--- config.mk ---
export PLATFORM = sky130hd
export DESIGN_NAME = ndn_iface_endpoint_flat
export DESIGN_NICKNAME = d
export VERILOG_FILES = /design/src/rtl/ndn_iface_endpoint_if.sv /design/src/rtl/ndn_iface_endpoint.sv /design/src/flat_wrapper.sv
export SDC_FILE = /design/constraint.sdc
export NUM_CORES = 1
export LEC_CHECK = 0
export ABC_CLOCK_PERIOD_IN_PS = 4800
export CAP_MARGIN = 10
export CORE_MARGIN = 1
export CORE_UTILIZATION = 64
export CTS_BUF_LIST = sky130_fd_sc_hd__clkbuf_2
export CTS_CLUSTER_DIAMETER = 80
export CTS_CLUSTER_SIZE = 28
export DETAILED_ROUTE_END_ITERATION = 7
export PLACE_DENSITY_LB_ADDON = 0.2
export SLEW_MARGIN = 20
export SYNTH_ARGS = -nofsm -noshare
export SYNTH_HDL_FRONTEND = slang
export SYNTH_SLANG_ARGS = --single-unit
--- constraint.sdc ---
create_clock -name clk -period 4.8 [get_ports clk]
set_clock_uncertainty 0.15 [all_clocks]
set_input_delay 0.48 -clock clk [delete_from_list [all_inputs] [get_ports clk]]
set_output_delay 0.48 -clock clk [all_outputs]
set_load 0.005 [all_outputs]
--- src/rtl/ndn_iface_endpoint_if.sv ---
// Byte-stream handshake bundle between the link endpoint and its local user.
// The endpoint drives the RX pop side and the TX push side through the slave modport.
interface ndn_iface_endpoint_if;
    logic [7:0] rx_data;
    logic       rx_valid;
    logic       rx_ready;
    logic [7:0] tx_data;
    logic       tx_valid;
    logic       tx_ready;

    modport slave (
        output rx_data,
        output rx_valid,
        output tx_ready,
        input  rx_ready,
        input  tx_data,
        input  tx_valid
    );

    modport master (
        input  rx_data,
        input  rx_valid,
        input  tx_ready,
        output rx_ready,
        output tx_data,
        output tx_valid
    );
endinterface

--- src/rtl/ndn_iface_endpoint.sv ---
// Interface-side peer of the router's serial link: frames on mosi are deserialised
// into an RX FIFO, bytes from a TX FIFO are framed onto a registered miso.
module ndn_iface_endpoint #(
    parameter int FIFO_DEPTH = 4,
    parameter int GAP_CYCLES = 1
) (
    input  logic                 clk,
    input  logic                 rst,
    input  logic                 mosi,
    output logic                 miso,
    output logic                 rx_overflow,
    ndn_iface_endpoint_if.slave  link
);

    localparam int AW = $clog2(FIFO_DEPTH);
    localparam logic [3:0] GAP_LAST = (GAP_CYCLES > 0) ? 4'(GAP_CYCLES - 1) : 4'd0;

    typedef enum logic {
        R_IDLE = 1'b0,
        R_DATA = 1'b1
    } rx_state_t;

    typedef enum logic [1:0] {
        T_IDLE  = 2'd0,
        T_START = 2'd1,
        T_DATA  = 2'd2,
        T_GAP   = 2'd3
    } tx_state_t;

    rx_state_t   rx_state_q, rx_state_d;
    logic [2:0]  rx_cnt_q, rx_cnt_d;
    logic [7:0]  rx_shift_q, rx_shift_d;
    logic        rx_done_s;

    logic [7:0]  rx_mem_q [FIFO_DEPTH];
    logic [AW:0] rx_wr_ptr_q, rx_rd_ptr_q;
    logic        rx_empty_s, rx_full_s, rx_pop_s, rx_push_s, rx_drop_s;
    logic        rx_overflow_q;

    tx_state_t   tx_state_q, tx_state_d;
    logic [2:0]  tx_cnt_q, tx_cnt_d;
    logic [3:0]  gap_cnt_q, gap_cnt_d;
    logic [7:0]  tx_shift_q, tx_shift_d;
    logic        miso_q, miso_d;

    logic [7:0]  tx_mem_q [FIFO_DEPTH];
    logic [AW:0] tx_wr_ptr_q, tx_rd_ptr_q;
    logic        tx_empty_s, tx_full_s, tx_pop_s, tx_push_s;
    logic [7:0]  tx_head_s;

    // Pointers carry one extra wrap bit so full and empty are distinguishable.
    assign rx_empty_s = (rx_wr_ptr_q == rx_rd_ptr_q);
    assign rx_full_s  = (rx_wr_ptr_q[AW] != rx_rd_ptr_q[AW]) &&
                        (rx_wr_ptr_q[AW-1:0] == rx_rd_ptr_q[AW-1:0]);
    assign tx_empty_s = (tx_wr_ptr_q == tx_rd_ptr_q);
    assign tx_full_s  = (tx_wr_ptr_q[AW] != tx_rd_ptr_q[AW]) &&
                        (tx_wr_ptr_q[AW-1:0] == tx_rd_ptr_q[AW-1:0]);

    assign rx_pop_s  = !rx_empty_s && link.rx_ready;
    assign rx_push_s = rx_done_s && (!rx_full_s || rx_pop_s);
    assign rx_drop_s = rx_done_s && rx_full_s && !rx_pop_s;

    assign link.tx_ready = !tx_full_s && !rst;
    assign tx_push_s     = link.tx_valid && !tx_full_s && !rst;
    assign tx_head_s     = tx_mem_q[tx_rd_ptr_q[AW-1:0]];

    assign miso        = miso_q;
    assign rx_overflow = rx_overflow_q;

    // First-word fall-through view of the RX FIFO head, forced to zero when empty.
    always_comb begin
        link.rx_valid = 1'b0;
        link.rx_data  = 8'h00;
        if (!rx_empty_s) begin
            link.rx_valid = 1'b1;
            link.rx_data  = rx_mem_q[rx_rd_ptr_q[AW-1:0]];
        end else begin
            link.rx_valid = 1'b0;
            link.rx_data  = 8'h00;
        end
    end

    // RX framing: wait for a start bit, then shift eight data bits MSB first.
    always_comb begin
        rx_state_d = rx_state_q;
        rx_cnt_d   = rx_cnt_q;
        rx_shift_d = rx_shift_q;
        rx_done_s  = 1'b0;
        case (rx_state_q)
            R_IDLE: begin
                if (mosi) begin
                    rx_state_d = R_DATA;
                    rx_cnt_d   = 3'd0;
                end else begin
                    rx_state_d = R_IDLE;
                end
            end
            R_DATA: begin
                rx_shift_d = {rx_shift_q[6:0], mosi};
                rx_cnt_d   = rx_cnt_q + 3'd1;
                if (rx_cnt_q == 3'd7) begin
                    rx_done_s  = 1'b1;
                    rx_state_d = R_IDLE;
                end else begin
                    rx_state_d = R_DATA;
                end
            end
            default: begin
                rx_state_d = R_IDLE;
            end
        endcase
    end

    // TX framing; miso_d reflects the current state so miso lags the FSM by one edge.
    always_comb begin
        tx_state_d = tx_state_q;
        tx_cnt_d   = tx_cnt_q;
        gap_cnt_d  = gap_cnt_q;
        tx_shift_d = tx_shift_q;
        miso_d     = 1'b0;
        tx_pop_s   = 1'b0;
        case (tx_state_q)
            T_IDLE: begin
                if (!tx_empty_s) begin
                    tx_pop_s   = 1'b1;
                    tx_shift_d = tx_head_s;
                    tx_state_d = T_START;
                end else begin
                    tx_state_d = T_IDLE;
                end
            end
            T_START: begin
                miso_d     = 1'b1;
                tx_cnt_d   = 3'd0;
                tx_state_d = T_DATA;
            end
            T_DATA: begin
                miso_d     = tx_shift_q[7];
                tx_shift_d = {tx_shift_q[6:0], 1'b0};
                tx_cnt_d   = tx_cnt_q + 3'd1;
                if (tx_cnt_q == 3'd7) begin
                    if (GAP_CYCLES > 0) begin
                        gap_cnt_d  = 4'd0;
                        tx_state_d = T_GAP;
                    end else if (!tx_empty_s) begin
                        // Chain straight into the next start bit with no idle cycle.
                        tx_pop_s   = 1'b1;
                        tx_shift_d = tx_head_s;
                        tx_state_d = T_START;
                    end else begin
                        tx_state_d = T_IDLE;
                    end
                end else begin
                    tx_state_d = T_DATA;
                end
            end
            T_GAP: begin
                miso_d    = 1'b0;
                gap_cnt_d = gap_cnt_q + 4'd1;
                if (gap_cnt_q == GAP_LAST) begin
                    if (!tx_empty_s) begin
                        tx_pop_s   = 1'b1;
                        tx_shift_d = tx_head_s;
                        tx_state_d = T_START;
                    end else begin
                        tx_state_d = T_IDLE;
                    end
                end else begin
                    tx_state_d = T_GAP;
                end
            end
            default: begin
                tx_state_d = T_IDLE;
            end
        endcase
    end

    // RX state, FIFO storage and sticky overflow flag.
    always_ff @(posedge clk) begin
        if (rst) begin
            rx_state_q    <= R_IDLE;
            rx_cnt_q      <= 3'd0;
            rx_shift_q    <= 8'h00;
            rx_wr_ptr_q   <= '0;
            rx_rd_ptr_q   <= '0;
            rx_overflow_q <= 1'b0;
            for (int i = 0; i < FIFO_DEPTH; i++) begin
                rx_mem_q[i] <= 8'h00;
            end
        end else begin
            rx_state_q    <= rx_state_d;
            rx_cnt_q      <= rx_cnt_d;
            rx_shift_q    <= rx_shift_d;
            rx_overflow_q <= rx_overflow_q | rx_drop_s;
            if (rx_push_s) begin
                rx_mem_q[rx_wr_ptr_q[AW-1:0]] <= rx_shift_d;
                rx_wr_ptr_q <= rx_wr_ptr_q + {{AW{1'b0}}, 1'b1};
            end
            if (rx_pop_s) begin
                rx_rd_ptr_q <= rx_rd_ptr_q + {{AW{1'b0}}, 1'b1};
            end
        end
    end

    // TX state, FIFO storage and the registered miso driver.
    always_ff @(posedge clk) begin
        if (rst) begin
            tx_state_q  <= T_IDLE;
            tx_cnt_q    <= 3'd0;
            gap_cnt_q   <= 4'd0;
            tx_shift_q  <= 8'h00;
            miso_q      <= 1'b0;
            tx_wr_ptr_q <= '0;
            tx_rd_ptr_q <= '0;
            for (int i = 0; i < FIFO_DEPTH; i++) begin
                tx_mem_q[i] <= 8'h00;
            end
        end else begin
            tx_state_q <= tx_state_d;
            tx_cnt_q   <= tx_cnt_d;
            gap_cnt_q  <= gap_cnt_d;
            tx_shift_q <= tx_shift_d;
            miso_q     <= miso_d;
            if (tx_push_s) begin
                tx_mem_q[tx_wr_ptr_q[AW-1:0]] <= link.tx_data;
                tx_wr_ptr_q <= tx_wr_ptr_q + {{AW{1'b0}}, 1'b1};
            end
            if (tx_pop_s) begin
                tx_rd_ptr_q <= tx_rd_ptr_q + {{AW{1'b0}}, 1'b1};
            end
        end
    end

endmodule

--- src/flat_wrapper.sv ---
// flat-port wrapper written by rule: the top's interface ports become plain ports
module ndn_iface_endpoint_flat 
#(
    parameter int FIFO_DEPTH = 4,
    parameter int GAP_CYCLES = 1
)
  (clk, rst, mosi, miso, rx_overflow, link_rx_data, link_rx_valid, link_tx_ready, link_rx_ready, link_tx_data, link_tx_valid);
  ndn_iface_endpoint_if link_i ();
  input  logic clk;
  input  logic rst;
  input  logic mosi;
  output logic miso;
  output logic rx_overflow;
  output wire logic [$bits(link_i.rx_data)-1:0] link_rx_data;
  output wire logic [$bits(link_i.rx_valid)-1:0] link_rx_valid;
  output wire logic [$bits(link_i.tx_ready)-1:0] link_tx_ready;
  input wire logic [$bits(link_i.rx_ready)-1:0] link_rx_ready;
  input wire logic [$bits(link_i.tx_data)-1:0] link_tx_data;
  input wire logic [$bits(link_i.tx_valid)-1:0] link_tx_valid;
  assign link_rx_data = link_i.rx_data;
  assign link_rx_valid = link_i.rx_valid;
  assign link_tx_ready = link_i.tx_ready;
  assign link_i.rx_ready = link_rx_ready;
  assign link_i.tx_data = link_tx_data;
  assign link_i.tx_valid = link_tx_valid;
  ndn_iface_endpoint #(.FIFO_DEPTH(FIFO_DEPTH), .GAP_CYCLES(GAP_CYCLES)) u_core (.clk(clk), .rst(rst), .mosi(mosi), .miso(miso), .rx_overflow(rx_overflow), .link(link_i));
endmodule
# Word-level counts from Yosys, hierarchy flattened
# Memory sizes are Yosys's and may differ from the RTL's. A register that Yosys moved wholly into a read port is not among the register bits.
# Cells that the tools add are included.
dict set report op_classes {
  n_mux 42
  n_eq_ne 14
  add_sub_neg 7
  n_reduce_logical 24
  bitwise_logic 2
}
# cell n
set op_table {}
lappend op_table {{$mux W8} 6}
lappend op_table {{$pmux W8 S3} 1}
lappend op_table {{$mux W1} 19}
lappend op_table {{$add A3 B1 Y3 const B} 6}
lappend op_table {{$reduce_or A8 Y1} 2}
lappend op_table {{$mux W2} 7}
lappend op_table {{$pmux W3 S2} 2}
lappend op_table {{$logic_and A1 B1 Y1} 9}
lappend op_table {{$pmux W2 S4} 1}
lappend op_table {{$pmux W4 S2} 1}
lappend op_table {{$eq A3 B3 Y1} 2}
lappend op_table {{$eq A3 B3 Y1 const B} 2}
lappend op_table {{$pmux W1 S2} 3}
lappend op_table {{$logic_not A1 Y1} 5}
lappend op_table {{$add A4 B1 Y4 const B} 1}
lappend op_table {{$eq A2 B2 Y1} 2}
lappend op_table {{$eq A2 B2 Y1 const B} 2}
lappend op_table {{$logic_not A4 Y1} 1}
lappend op_table {{$mux W4} 1}
lappend op_table {{$ne A2 B1 Y1 const B} 2}
lappend op_table {{$reduce_and A2 Y1} 2}
lappend op_table {{$reduce_bool A2 Y1} 2}
lappend op_table {{$mux W3} 1}
lappend op_table {{$reduce_bool A3 Y1} 1}
lappend op_table {{7 further kinds} 8}
dict set report word_totals {
  ff_bits 43
  ram_bits 64
  elab_cells 104
  mem_count 2
  input_bits 13
  output_inout_bits 12
}
# memory depth width rd rd_ports_with_merged_regs write_ports line
set memory_table {}
lappend memory_table {u_core.rx_mem_q 4 8 1 1 4 ndn_iface_endpoint.sv:35} ;# logic [7:0] rx_mem_q [FIFO_DEPTH];
lappend memory_table {u_core.tx_mem_q 4 8 1 1 4 ndn_iface_endpoint.sv:46} ;# logic [7:0] tx_mem_q [FIFO_DEPTH];

# Depth between registers and ports, before layout
# Gate-level depths: netlist of run 1.
dict set report depth {
  word_depth 10
  ltp_mapped 8
  mapped_depth_nobuf 6
}

# Worst setup path after synthesis of run 1
# OpenSTA, ideal clock, no wires.
dict set report synth_path {
  kind {flip-flop to flip-flop}
  start {register u_core.tx_wr_ptr_q[0]}
  end {memory u_core.tx_mem_q[3][0] (enable)}
  n_path_buf 1
  required_ps 4266
  path_slack_ps 2726
  setup_time_ps 384
  synth_period_minus_slack_ps 2074
  path_stages_with_launch 5
  t_arrival_ps 1540
  cell_sequence {dfxtp_1 > buf_4 > xor2_2 > o31ai_1 > o21ai_0}
}
# element line
set synth_rtl {}
lappend synth_rtl {{from (decl)} ndn_iface_endpoint.sv:47} ;# logic [AW:0] tx_wr_ptr_q, tx_rd_ptr_q;
lappend synth_rtl {{from (signal assigned)} ndn_iface_endpoint.sv:226} ;# tx_wr_ptr_q <= tx_wr_ptr_q + {{AW{1'b0}}, 1'b1};
lappend synth_rtl {{to (decl)} ndn_iface_endpoint.sv:46}

# Worst setup path in the final report of run 1
dict set report layout_path {
  start {register u_core.rx_wr_ptr_q[1]}
  end {output link_rx_data[7]}
}
dict set report layout_between {
  elab_chain_cells 2
}
# element line
set layout_rtl {}
lappend layout_rtl {{from (decl)} ndn_iface_endpoint.sv:36} ;# logic [AW:0] rx_wr_ptr_q, rx_rd_ptr_q;
lappend layout_rtl {{from (signal assigned)} ndn_iface_endpoint.sv:197} ;# rx_wr_ptr_q <= rx_wr_ptr_q + {{AW{1'b0}}, 1'b1};
lappend layout_rtl {{$eq A3 B3 Y1} ndn_iface_endpoint.sv:52} ;# assign rx_empty_s = (rx_wr_ptr_q == rx_rd_ptr_q);
lappend layout_rtl {{$mux W8} ndn_iface_endpoint.sv:74} ;# if (!rx_empty_s) begin
lappend layout_rtl {{to (decl)} flat_wrapper.sv:14} ;# output wire logic [$bits(link_i.rx_data)-1:0] link_rx_data;
# No other way between the ends.

==> results of run 1 <==
## logic make-up after synthesis
family                     Yosys count
and+or+nand+nor                    173
buffers and inverters               39
adders and majority gates           16
AOI/OAI and AO/OA                   45
muxes                               30
xor gates and xnor gates            15
DFF                                111
## cell type report
type / instances / area (µm²) / share of cell area
tap: 102 / 128 / 0.0233
clock buffer: 9 / 45.0 / 0.00822
timing repair buffer: 26 / 255 / 0.0466
clock inverter: 7 / 77.6 / 0.0142
inverter: 15 / 56.3 / 0.0103
multi-input combinational: 279 / 2050 / 0.375
sequential: 111 / 2860 / 0.522
## through the flow
stage                     worst slack (ps)  hold WS [ps]
after detailed placement              2040           314
after global routing                  1200           370
final                                 1420           349
after floorplan                       2730           292
after global placement                2080           308
after CTS                             1390           351
## cell usage in the layout (no fill, tap or decap), types with 5 or more instances in the layout
cell type / Yosys / layout
xnor2_1: 5 / 5
nand3_1: 5 / 5
and2_1: 18 / 18
o21ai_0: 6 / 6
a21oi_1: 13 / 13
mux4_2: 16 / 16
nand2_1: 43 / 43
mux2i_1: 12 / 12
and3_1: 16 / 16
ha_1: 16 / 16
edfxtp_1: 64 / 64
nor2b_1: 11 / 11
clkdlybuf4s50_1: 0 / 24
nand2b_1: 5 / 5
nor3_1: 5 / 5
dfxtp_1: 47 / 47
a22o_1: 7 / 7
xor2_1: 8 / 8
clkbuf_2: 2 / 9
inv_1: 15 / 15
nor2_1: 54 / 54
## worst paths after layout
kind / to / cells past startpoint / slack [ps]
max: link_rx_data[7] / 4 / 1420
min: u_core.tx_cnt_q[1] / 2 / 350
max reg2reg: u_core.rx_mem_q[0][0] / 4 / 2040
min reg2reg: u_core.tx_cnt_q[1] / 2 / 350
## cells in the mapped netlist, drive strengths merged, types with 2 or more instances
| library cell | count | area [µm²] |
|---|---|---|
| o311ai | 2 | 17.5 |
| a22oi | 2 | 15.0 |
| nand2b | 5 | 31.3 |
| ha | 16 | 200 |
| nor3 | 7 | 45.0 |
| or3 | 2 | 12.5 |
| and3 | 16 | 100 |
| mux2 | 2 | 22.5 |
| and2 | 18 | 113 |
| xor2 | 10 | 114 |
| nor2b | 11 | 68.8 |
| inv | 15 | 56.3 |
| o311a | 2 | 31.3 |
| mux2i | 12 | 120 |
| a22o | 7 | 61.3 |
| xnor2 | 5 | 43.8 |
| nor3b | 2 | 15.0 |
| clkbuf | 15 | 58.8 |
| o31ai | 3 | 22.5 |
| mux4 | 16 | 360 |
| buf | 9 | 66.3 |
| nand2 | 43 | 161 |
| nand3 | 6 | 35.0 |
| edfxtp | 64 | 1920 |
| o21ai | 6 | 30.0 |
| a21oi | 13 | 65.1 |
| a211oi | 2 | 15.0 |
| nor2 | 54 | 203 |
| dfxtp | 47 | 941 |
| nor4 | 2 | 18.8 |
| a31oi | 2 | 12.5 |
## power groups by stage
stage               Combinational [mW]  Sequential, mW  Clock (mW)
floorplan                        0.375            1.14           0
global placement                 0.422            1.19           0
detailed placement               0.443            1.19           0
CTS                              0.443            1.17       0.447
global route                     0.493            1.18       0.476
finish                           0.446            1.17       0.435
## layer usage
layer	vias to the layer above	GRT usage	share of wire
met4	0	0.0794	0.0094
li1	1549	-	-
met1	1572	0.321	0.46
met3	7	0.0511	0.041
met2	65	0.397	0.49
met5	-	0	0
## state kept, by name, summed over array words and instances (netlist names), named ones only
name and count:
u_core.tx_state_q 2, u_core.tx_shift_q 8, u_core.gap_cnt_q 4, u_core.rx_state_q 1, u_core.rx_shift_q 8, u_core.rx_mem_q 32, u_core.miso 1, u_core.tx_wr_ptr_q 3
u_core.tx_cnt_q 3, u_core.rx_wr_ptr_q 3, u_core.rx_overflow 1, u_core.rx_rd_ptr_q 3, u_core.tx_mem_q 32, u_core.rx_cnt_q 3, u_core.tx_rd_ptr_q 3
## worst max-delay path: stages (launching register included)
cell	delay, ps
dfxtp_1	550
xor2_1	180
nor3_1	830
nor2b_1	110
clkdlybuf4s50_1	500
==> impl_results.md, run 1 <==
- Status: complete, no violations
- Number of buffers created by CTS: 9
- Share of cells above drive strength 1: 0.105
- Htree depth: 3
- Number of global-route vias before repair: 3117
- Total power: 2.05 mW
- Root buffer cell: clkbuf_2
- Number of enable flip-flop cells after synthesis: 64
- Max VDD drop: 239 µV
- Row cnt: 32
- Clock power frac: 0.212
- Max Buffers Root-to-Sink: 2
- Synth Area in Compound Gates: 0.0636
- Diode count: 0
- HPWL Detailed: 6.54 mm
- Remaining antenna violation count: 0
- Area Growth Syn to Fin: 7.46%
- Synth Cell Area: 5100 µm²
- Kind of critical path: register to output port
- Fin area: 5480 µm²
- Power Density: 374 nW/µm²
- Worst-Margin Slew: 988 ps
- Xor/xnor share of the synthesized area: 0.0309
- Crit-path max FO: 9
- Seq/Total Area, Yosys: 0.561
- Reg clk slew, reported paths: 300 ps
- Initial DRC Count: 191
- Residual DRC count: 0
- Number of port buffers: 24
- Fill cells: 535
- Core Area: 7730 µm²
- Die span in y: 91.3 µm
- Syn_area_per_cell: 11.9 µm²
- Post-CTS Setup Bufs: 0
- #FFs+latches synth: 111
- Final period util: 0.704
- Mapped Nets: 458
- Initial antenna violation count: 0
- Simple-gate area share of the yosys netlist: 0.171
- Routability Congestion: 0.817
- Adder-cell area share of the yosys netlist: 0.0393
- Vias/cell: 5.82
- Max-Cap Viols: 0
- Final Core Density: 0.709
- Yosys warning count: 0
- Hold Buf Count CTS: 0
- Fin cells: 549
- Rel. slew slack: 0.336
- Placed Cells: 533
- IO Count: 25
- Sw Ratio: 0.311
- Largest net degree at the start of global routing: 44
- HP Class: register to register
- Part of the power in combinational logic: 0.217
- Die width: 91.3 µm
- Gate Count Post-Synth: 429
- Critical path startpoint: u_core.rx_wr_ptr_q[1]
- Reg2Reg Launch Point: u_core.rx_state_q
- Post-CTS Resized: 0
- Max Slew Vio Count: 0
- GR Overflow Total: 0
- Shortest period the worst path allows: 3380 ps
- Setup crit end kind: output port
- Ys flop type: edfxtp_1
- Crit start category: register
- CTS tree: yes
- Net Sw Power: 0.637 mW
- Final wirelength: 9.21 mm
- Internal: 1.41 mW
- Mux cell area share after synthesis: 0.0987
- Critical path required time: 4170 ps
- Placed cell area: 5360 µm²
- Via count: 3193
- Hold wc startpoint: u_core.tx_cnt_q[1]
- Total global routing track utilization: 0.241
- Setup TNS: 0 ps
- Synth async-reset ratio: 0
- Worst endpoint data arrival time: 2750 ps
- Final setup violation count: 0
- Full die area: 8330 µm²
- First-pass GRT wire length: 15.2 mm
- Initial Util: 0.660
- Largest family of logic cells by synthesized area: simple AND/OR/NAND/NOR gates
- Final nets: 471
- CTS sink cnt: 111
- Clk_lat worst skew: 580 ps
- Final hold vios: 0
- Initial DRT Pass Iterations: 4
- Leakage: 2.16 nW
- Wire length per cell: 16.8 µm
- Synth cell types: 54
- RSZ-0062 raised after global routing: no
- Seq pwr share: 0.571
- Max Fclk: 296 MHz
Power figures use the tool's default switching activity.
==> run 2: changes to the inputs <==
- ABC_CLOCK_PERIOD_IN_PS: 4800 -> 3500
- CORE_UTILIZATION: 64 -> 62
- clock period: 4.8 -> 3.5 ns (I/O delays scaled with it)
==> run 2 against run 1 <==
Power grew 34%. Combinational power grew 36%. Register-to-register slack lost 1200 ps. Sequential power grew 37%. Via count grew 1.0%. Wire length grew 1.3%. Flip-flop and latch count is the same. Largest power group unchanged.
==> impl_results.md, run 2 (synthesis gave the netlist of run 1 again) <==
- Number of buffers created by CTS: 9 (unchanged)
- First-pass GRT wire length: 15.3 mm (was 15.2 mm)
- Hold slack final: 318 ps (was 349 ps)
- Setup slack after layout: 563 ps (was 1420 ps)
- Net Sw Power: 0.879 mW (was 0.637 mW)
- Largest regs: u_core.rx_mem_q: 32 flops, u_core.tx_mem_q: 32 flops (unchanged)
- Core Area: 7850 µm² (was 7730 µm²)
- Hold wc startpoint: link_tx_data[2] (was u_core.tx_cnt_q[1])
- Share of cells above drive strength 1: 0.109 (was 0.105)
- Fin cells: 552 (was 549)
- Vias/cell: 5.84 (was 5.82)
- Final period util: 0.839
- Max VDD drop: 296 µV (was 239 µV)
- Fin area: 5480 µm² (about the same)
- Rel. slew slack: 0.531 (was 0.336)
- Clk_lat worst skew: 590 ps (was 580 ps)
- Final setup violation count: 0 (unchanged)
- Worst-Margin Slew: 704 ps (was 988 ps)
- Hold Buf Count CTS: 0 (unchanged)
- Clock power frac: 0.198 (was 0.212)
- Min-Delay Path Depth: 2 (unchanged)
- Power Density: 503 nW/µm² (was 374 nW/µm²)
- Max Slew Vio Count: 0 (unchanged)
- Setup crit end kind: output port (unchanged)
- Post-CTS Setup Bufs: 0 (unchanged)
- Post-CTS Resized: 0 (unchanged)
- Pre-CTS setup slack: 875 ps (was 2040 ps)
- Max Buffers Root-to-Sink: 2 (unchanged)
- Sw Ratio: 0.319 (was 0.311)
- Die width: 92.7 µm (was 91.3 µm)
- Root buffer cell: clkbuf_2 (unchanged)
- Crit-path max FO: 8 (was 9)
- Htree depth: 3 (unchanged)
- Final wirelength: 9.34 mm (was 9.21 mm)
- HP Class: input pin to register (was register to register)
- Wire length per cell: 16.9 µm (was 16.8 µm)
- CTS sink cnt: 111 (unchanged)
- Diode count: 0 (unchanged)
- Leakage: 2.17 nW (was 2.16 nW)
- Reg2Reg Launch Point: u_core.rx_wr_ptr_q[0] (was u_core.rx_state_q)
- Routability Congestion: 0.789 (was 0.817)
- Shortest period the worst path allows: 2940 ps
- RSZ-0062 raised after global routing: no (unchanged)
- HPWL Detailed: 6.61 mm (was 6.54 mm)
- Via count: 3226 (was 3193)
- Kind of critical path: register to output port (unchanged)
- Initial DRC Count: 182 (was 191)
- Number of port buffers: 24 (unchanged)
- Worst endpoint data arrival time: 2440 ps (was 2750 ps)
- Placed cell area: 5380 µm² (was 5360 µm²)
- Seq pwr share: 0.582 (was 0.571)
- Max-Cap Viols: 0 (unchanged)
- GR Overflow Total: 0 (unchanged)
- CTS tree: yes (unchanged)
- Part of the power in combinational logic: 0.220 (was 0.217)
- Number of global-route vias before repair: 3115 (was 3117)
- Reg clk slew, reported paths: 300 ps (about the same)
- IO Count: 25 (unchanged)
- Final nets: 474 (was 471)
- Initial antenna violation count: 0 (unchanged)
- Status: complete, no violations (unchanged)
- Final Core Density: 0.698 (was 0.709)
- Highest-count cells in the layout ignoring fill and taps: 64 x edfxtp_1, 54 x nor2_1, 47 x dfxtp_1 (unchanged)
- Reg2reg setup slack: 870 ps (was 2040 ps)
- Total power: 2.76 mW (was 2.05 mW)
- Most common cell after layout, fill and taps aside: edfxtp_1 (unchanged)
- Area Growth Syn to Fin: 7.48% (was 7.46%)
- Critical path required time: 3000 ps (was 4170 ps)
- Initial DRT Pass Iterations: 5 (was 4)
- Die span in y: 92.7 µm (was 91.3 µm)
- Internal: 1.88 mW (was 1.41 mW)
- Largest net degree at the start of global routing: 44 (unchanged)
- Residual DRC count: 0 (unchanged)
- Max Fclk: 340 MHz
- Setup TNS: 0 ps (unchanged)
- Full die area: 8590 µm² (was 8330 µm²)
- Final hold vios: 0 (unchanged)
- Fill cells: 590 (was 535)
- Total global routing track utilization: 0.237 (was 0.241)
- Row cnt: 32 (unchanged)
- Placed Cells: 536 (was 533)
- Worst Hold End: u_core.tx_mem_q[3][2] (was u_core.tx_cnt_q[1])
- Remaining antenna violation count: 0 (unchanged)
- Reg2reg path depth: 4 (unchanged)
- Reg-to-Reg End: u_core.rx_mem_q[2][1] (was u_core.rx_mem_q[0][0])
- Crit start category: register (unchanged)
- Initial Util: 0.650 (was 0.660)
run 2: power by group through the flow:
stage	Combinational [mW]	Sequential, mW	Clock (mW)
final	0.607	1.60	0.545
after global routing	0.677	1.62	0.601
after CTS	0.604	1.60	0.551
after detailed placement	0.600	1.63	0
after global placement	0.581	1.62	0
after floorplan	0.514	1.57	0
run 2: layout make-up:
class	count	area, µm²	area share
Clock buffer	10	50.0	0.00913
Clock inverter	6	51.3	0.00936
Inverter	15	56.3	0.0103
Multi-Input combinational cell	279	2050	0.375
Sequential cell	111	2860	0.522
Tap cell	102	128	0.0233
Timing Repair Buffer	29	278	0.0507
run 2: worst max path at each step:
stage / from / to / slack [ps] / cells after the start
after CTS: register / link_rx_data[7] / 480 / 3
final: register / link_rx_data[7] / 560 / 3
after floorplan: u_core.tx_wr_ptr_q[0] / u_core.tx_mem_q[3][0] / 1430 / 4
after global placement: link_rx_ready / u_core.rx_mem_q[0][5] / 970 / 4
after global routing: register / link_rx_data[7] / 340 / 3
after detailed placement: link_rx_ready / u_core.rx_mem_q[2][7] / 880 / 4
run 2: worst max-delay path: stages (launching register included):
cell and delay (ps):
dfxtp_1 710, mux4_2 560, nor2b_1 140, clkdlybuf4s50_1 440
run 2: routing by layer:
metal / vias to the layer above / part of all wire / global-route usage / wire length [µm]
met1: 1570 / 0.45 / 0.326 / 4250
met4: 0 / 0.0079 / 0.0654 / 74
met3: 6 / 0.049 / 0.0591 / 455
met2: 96 / 0.49 / 0.380 / 4560
li1: 1554 / - / - / -
met5: - / 0 / 0 / 0
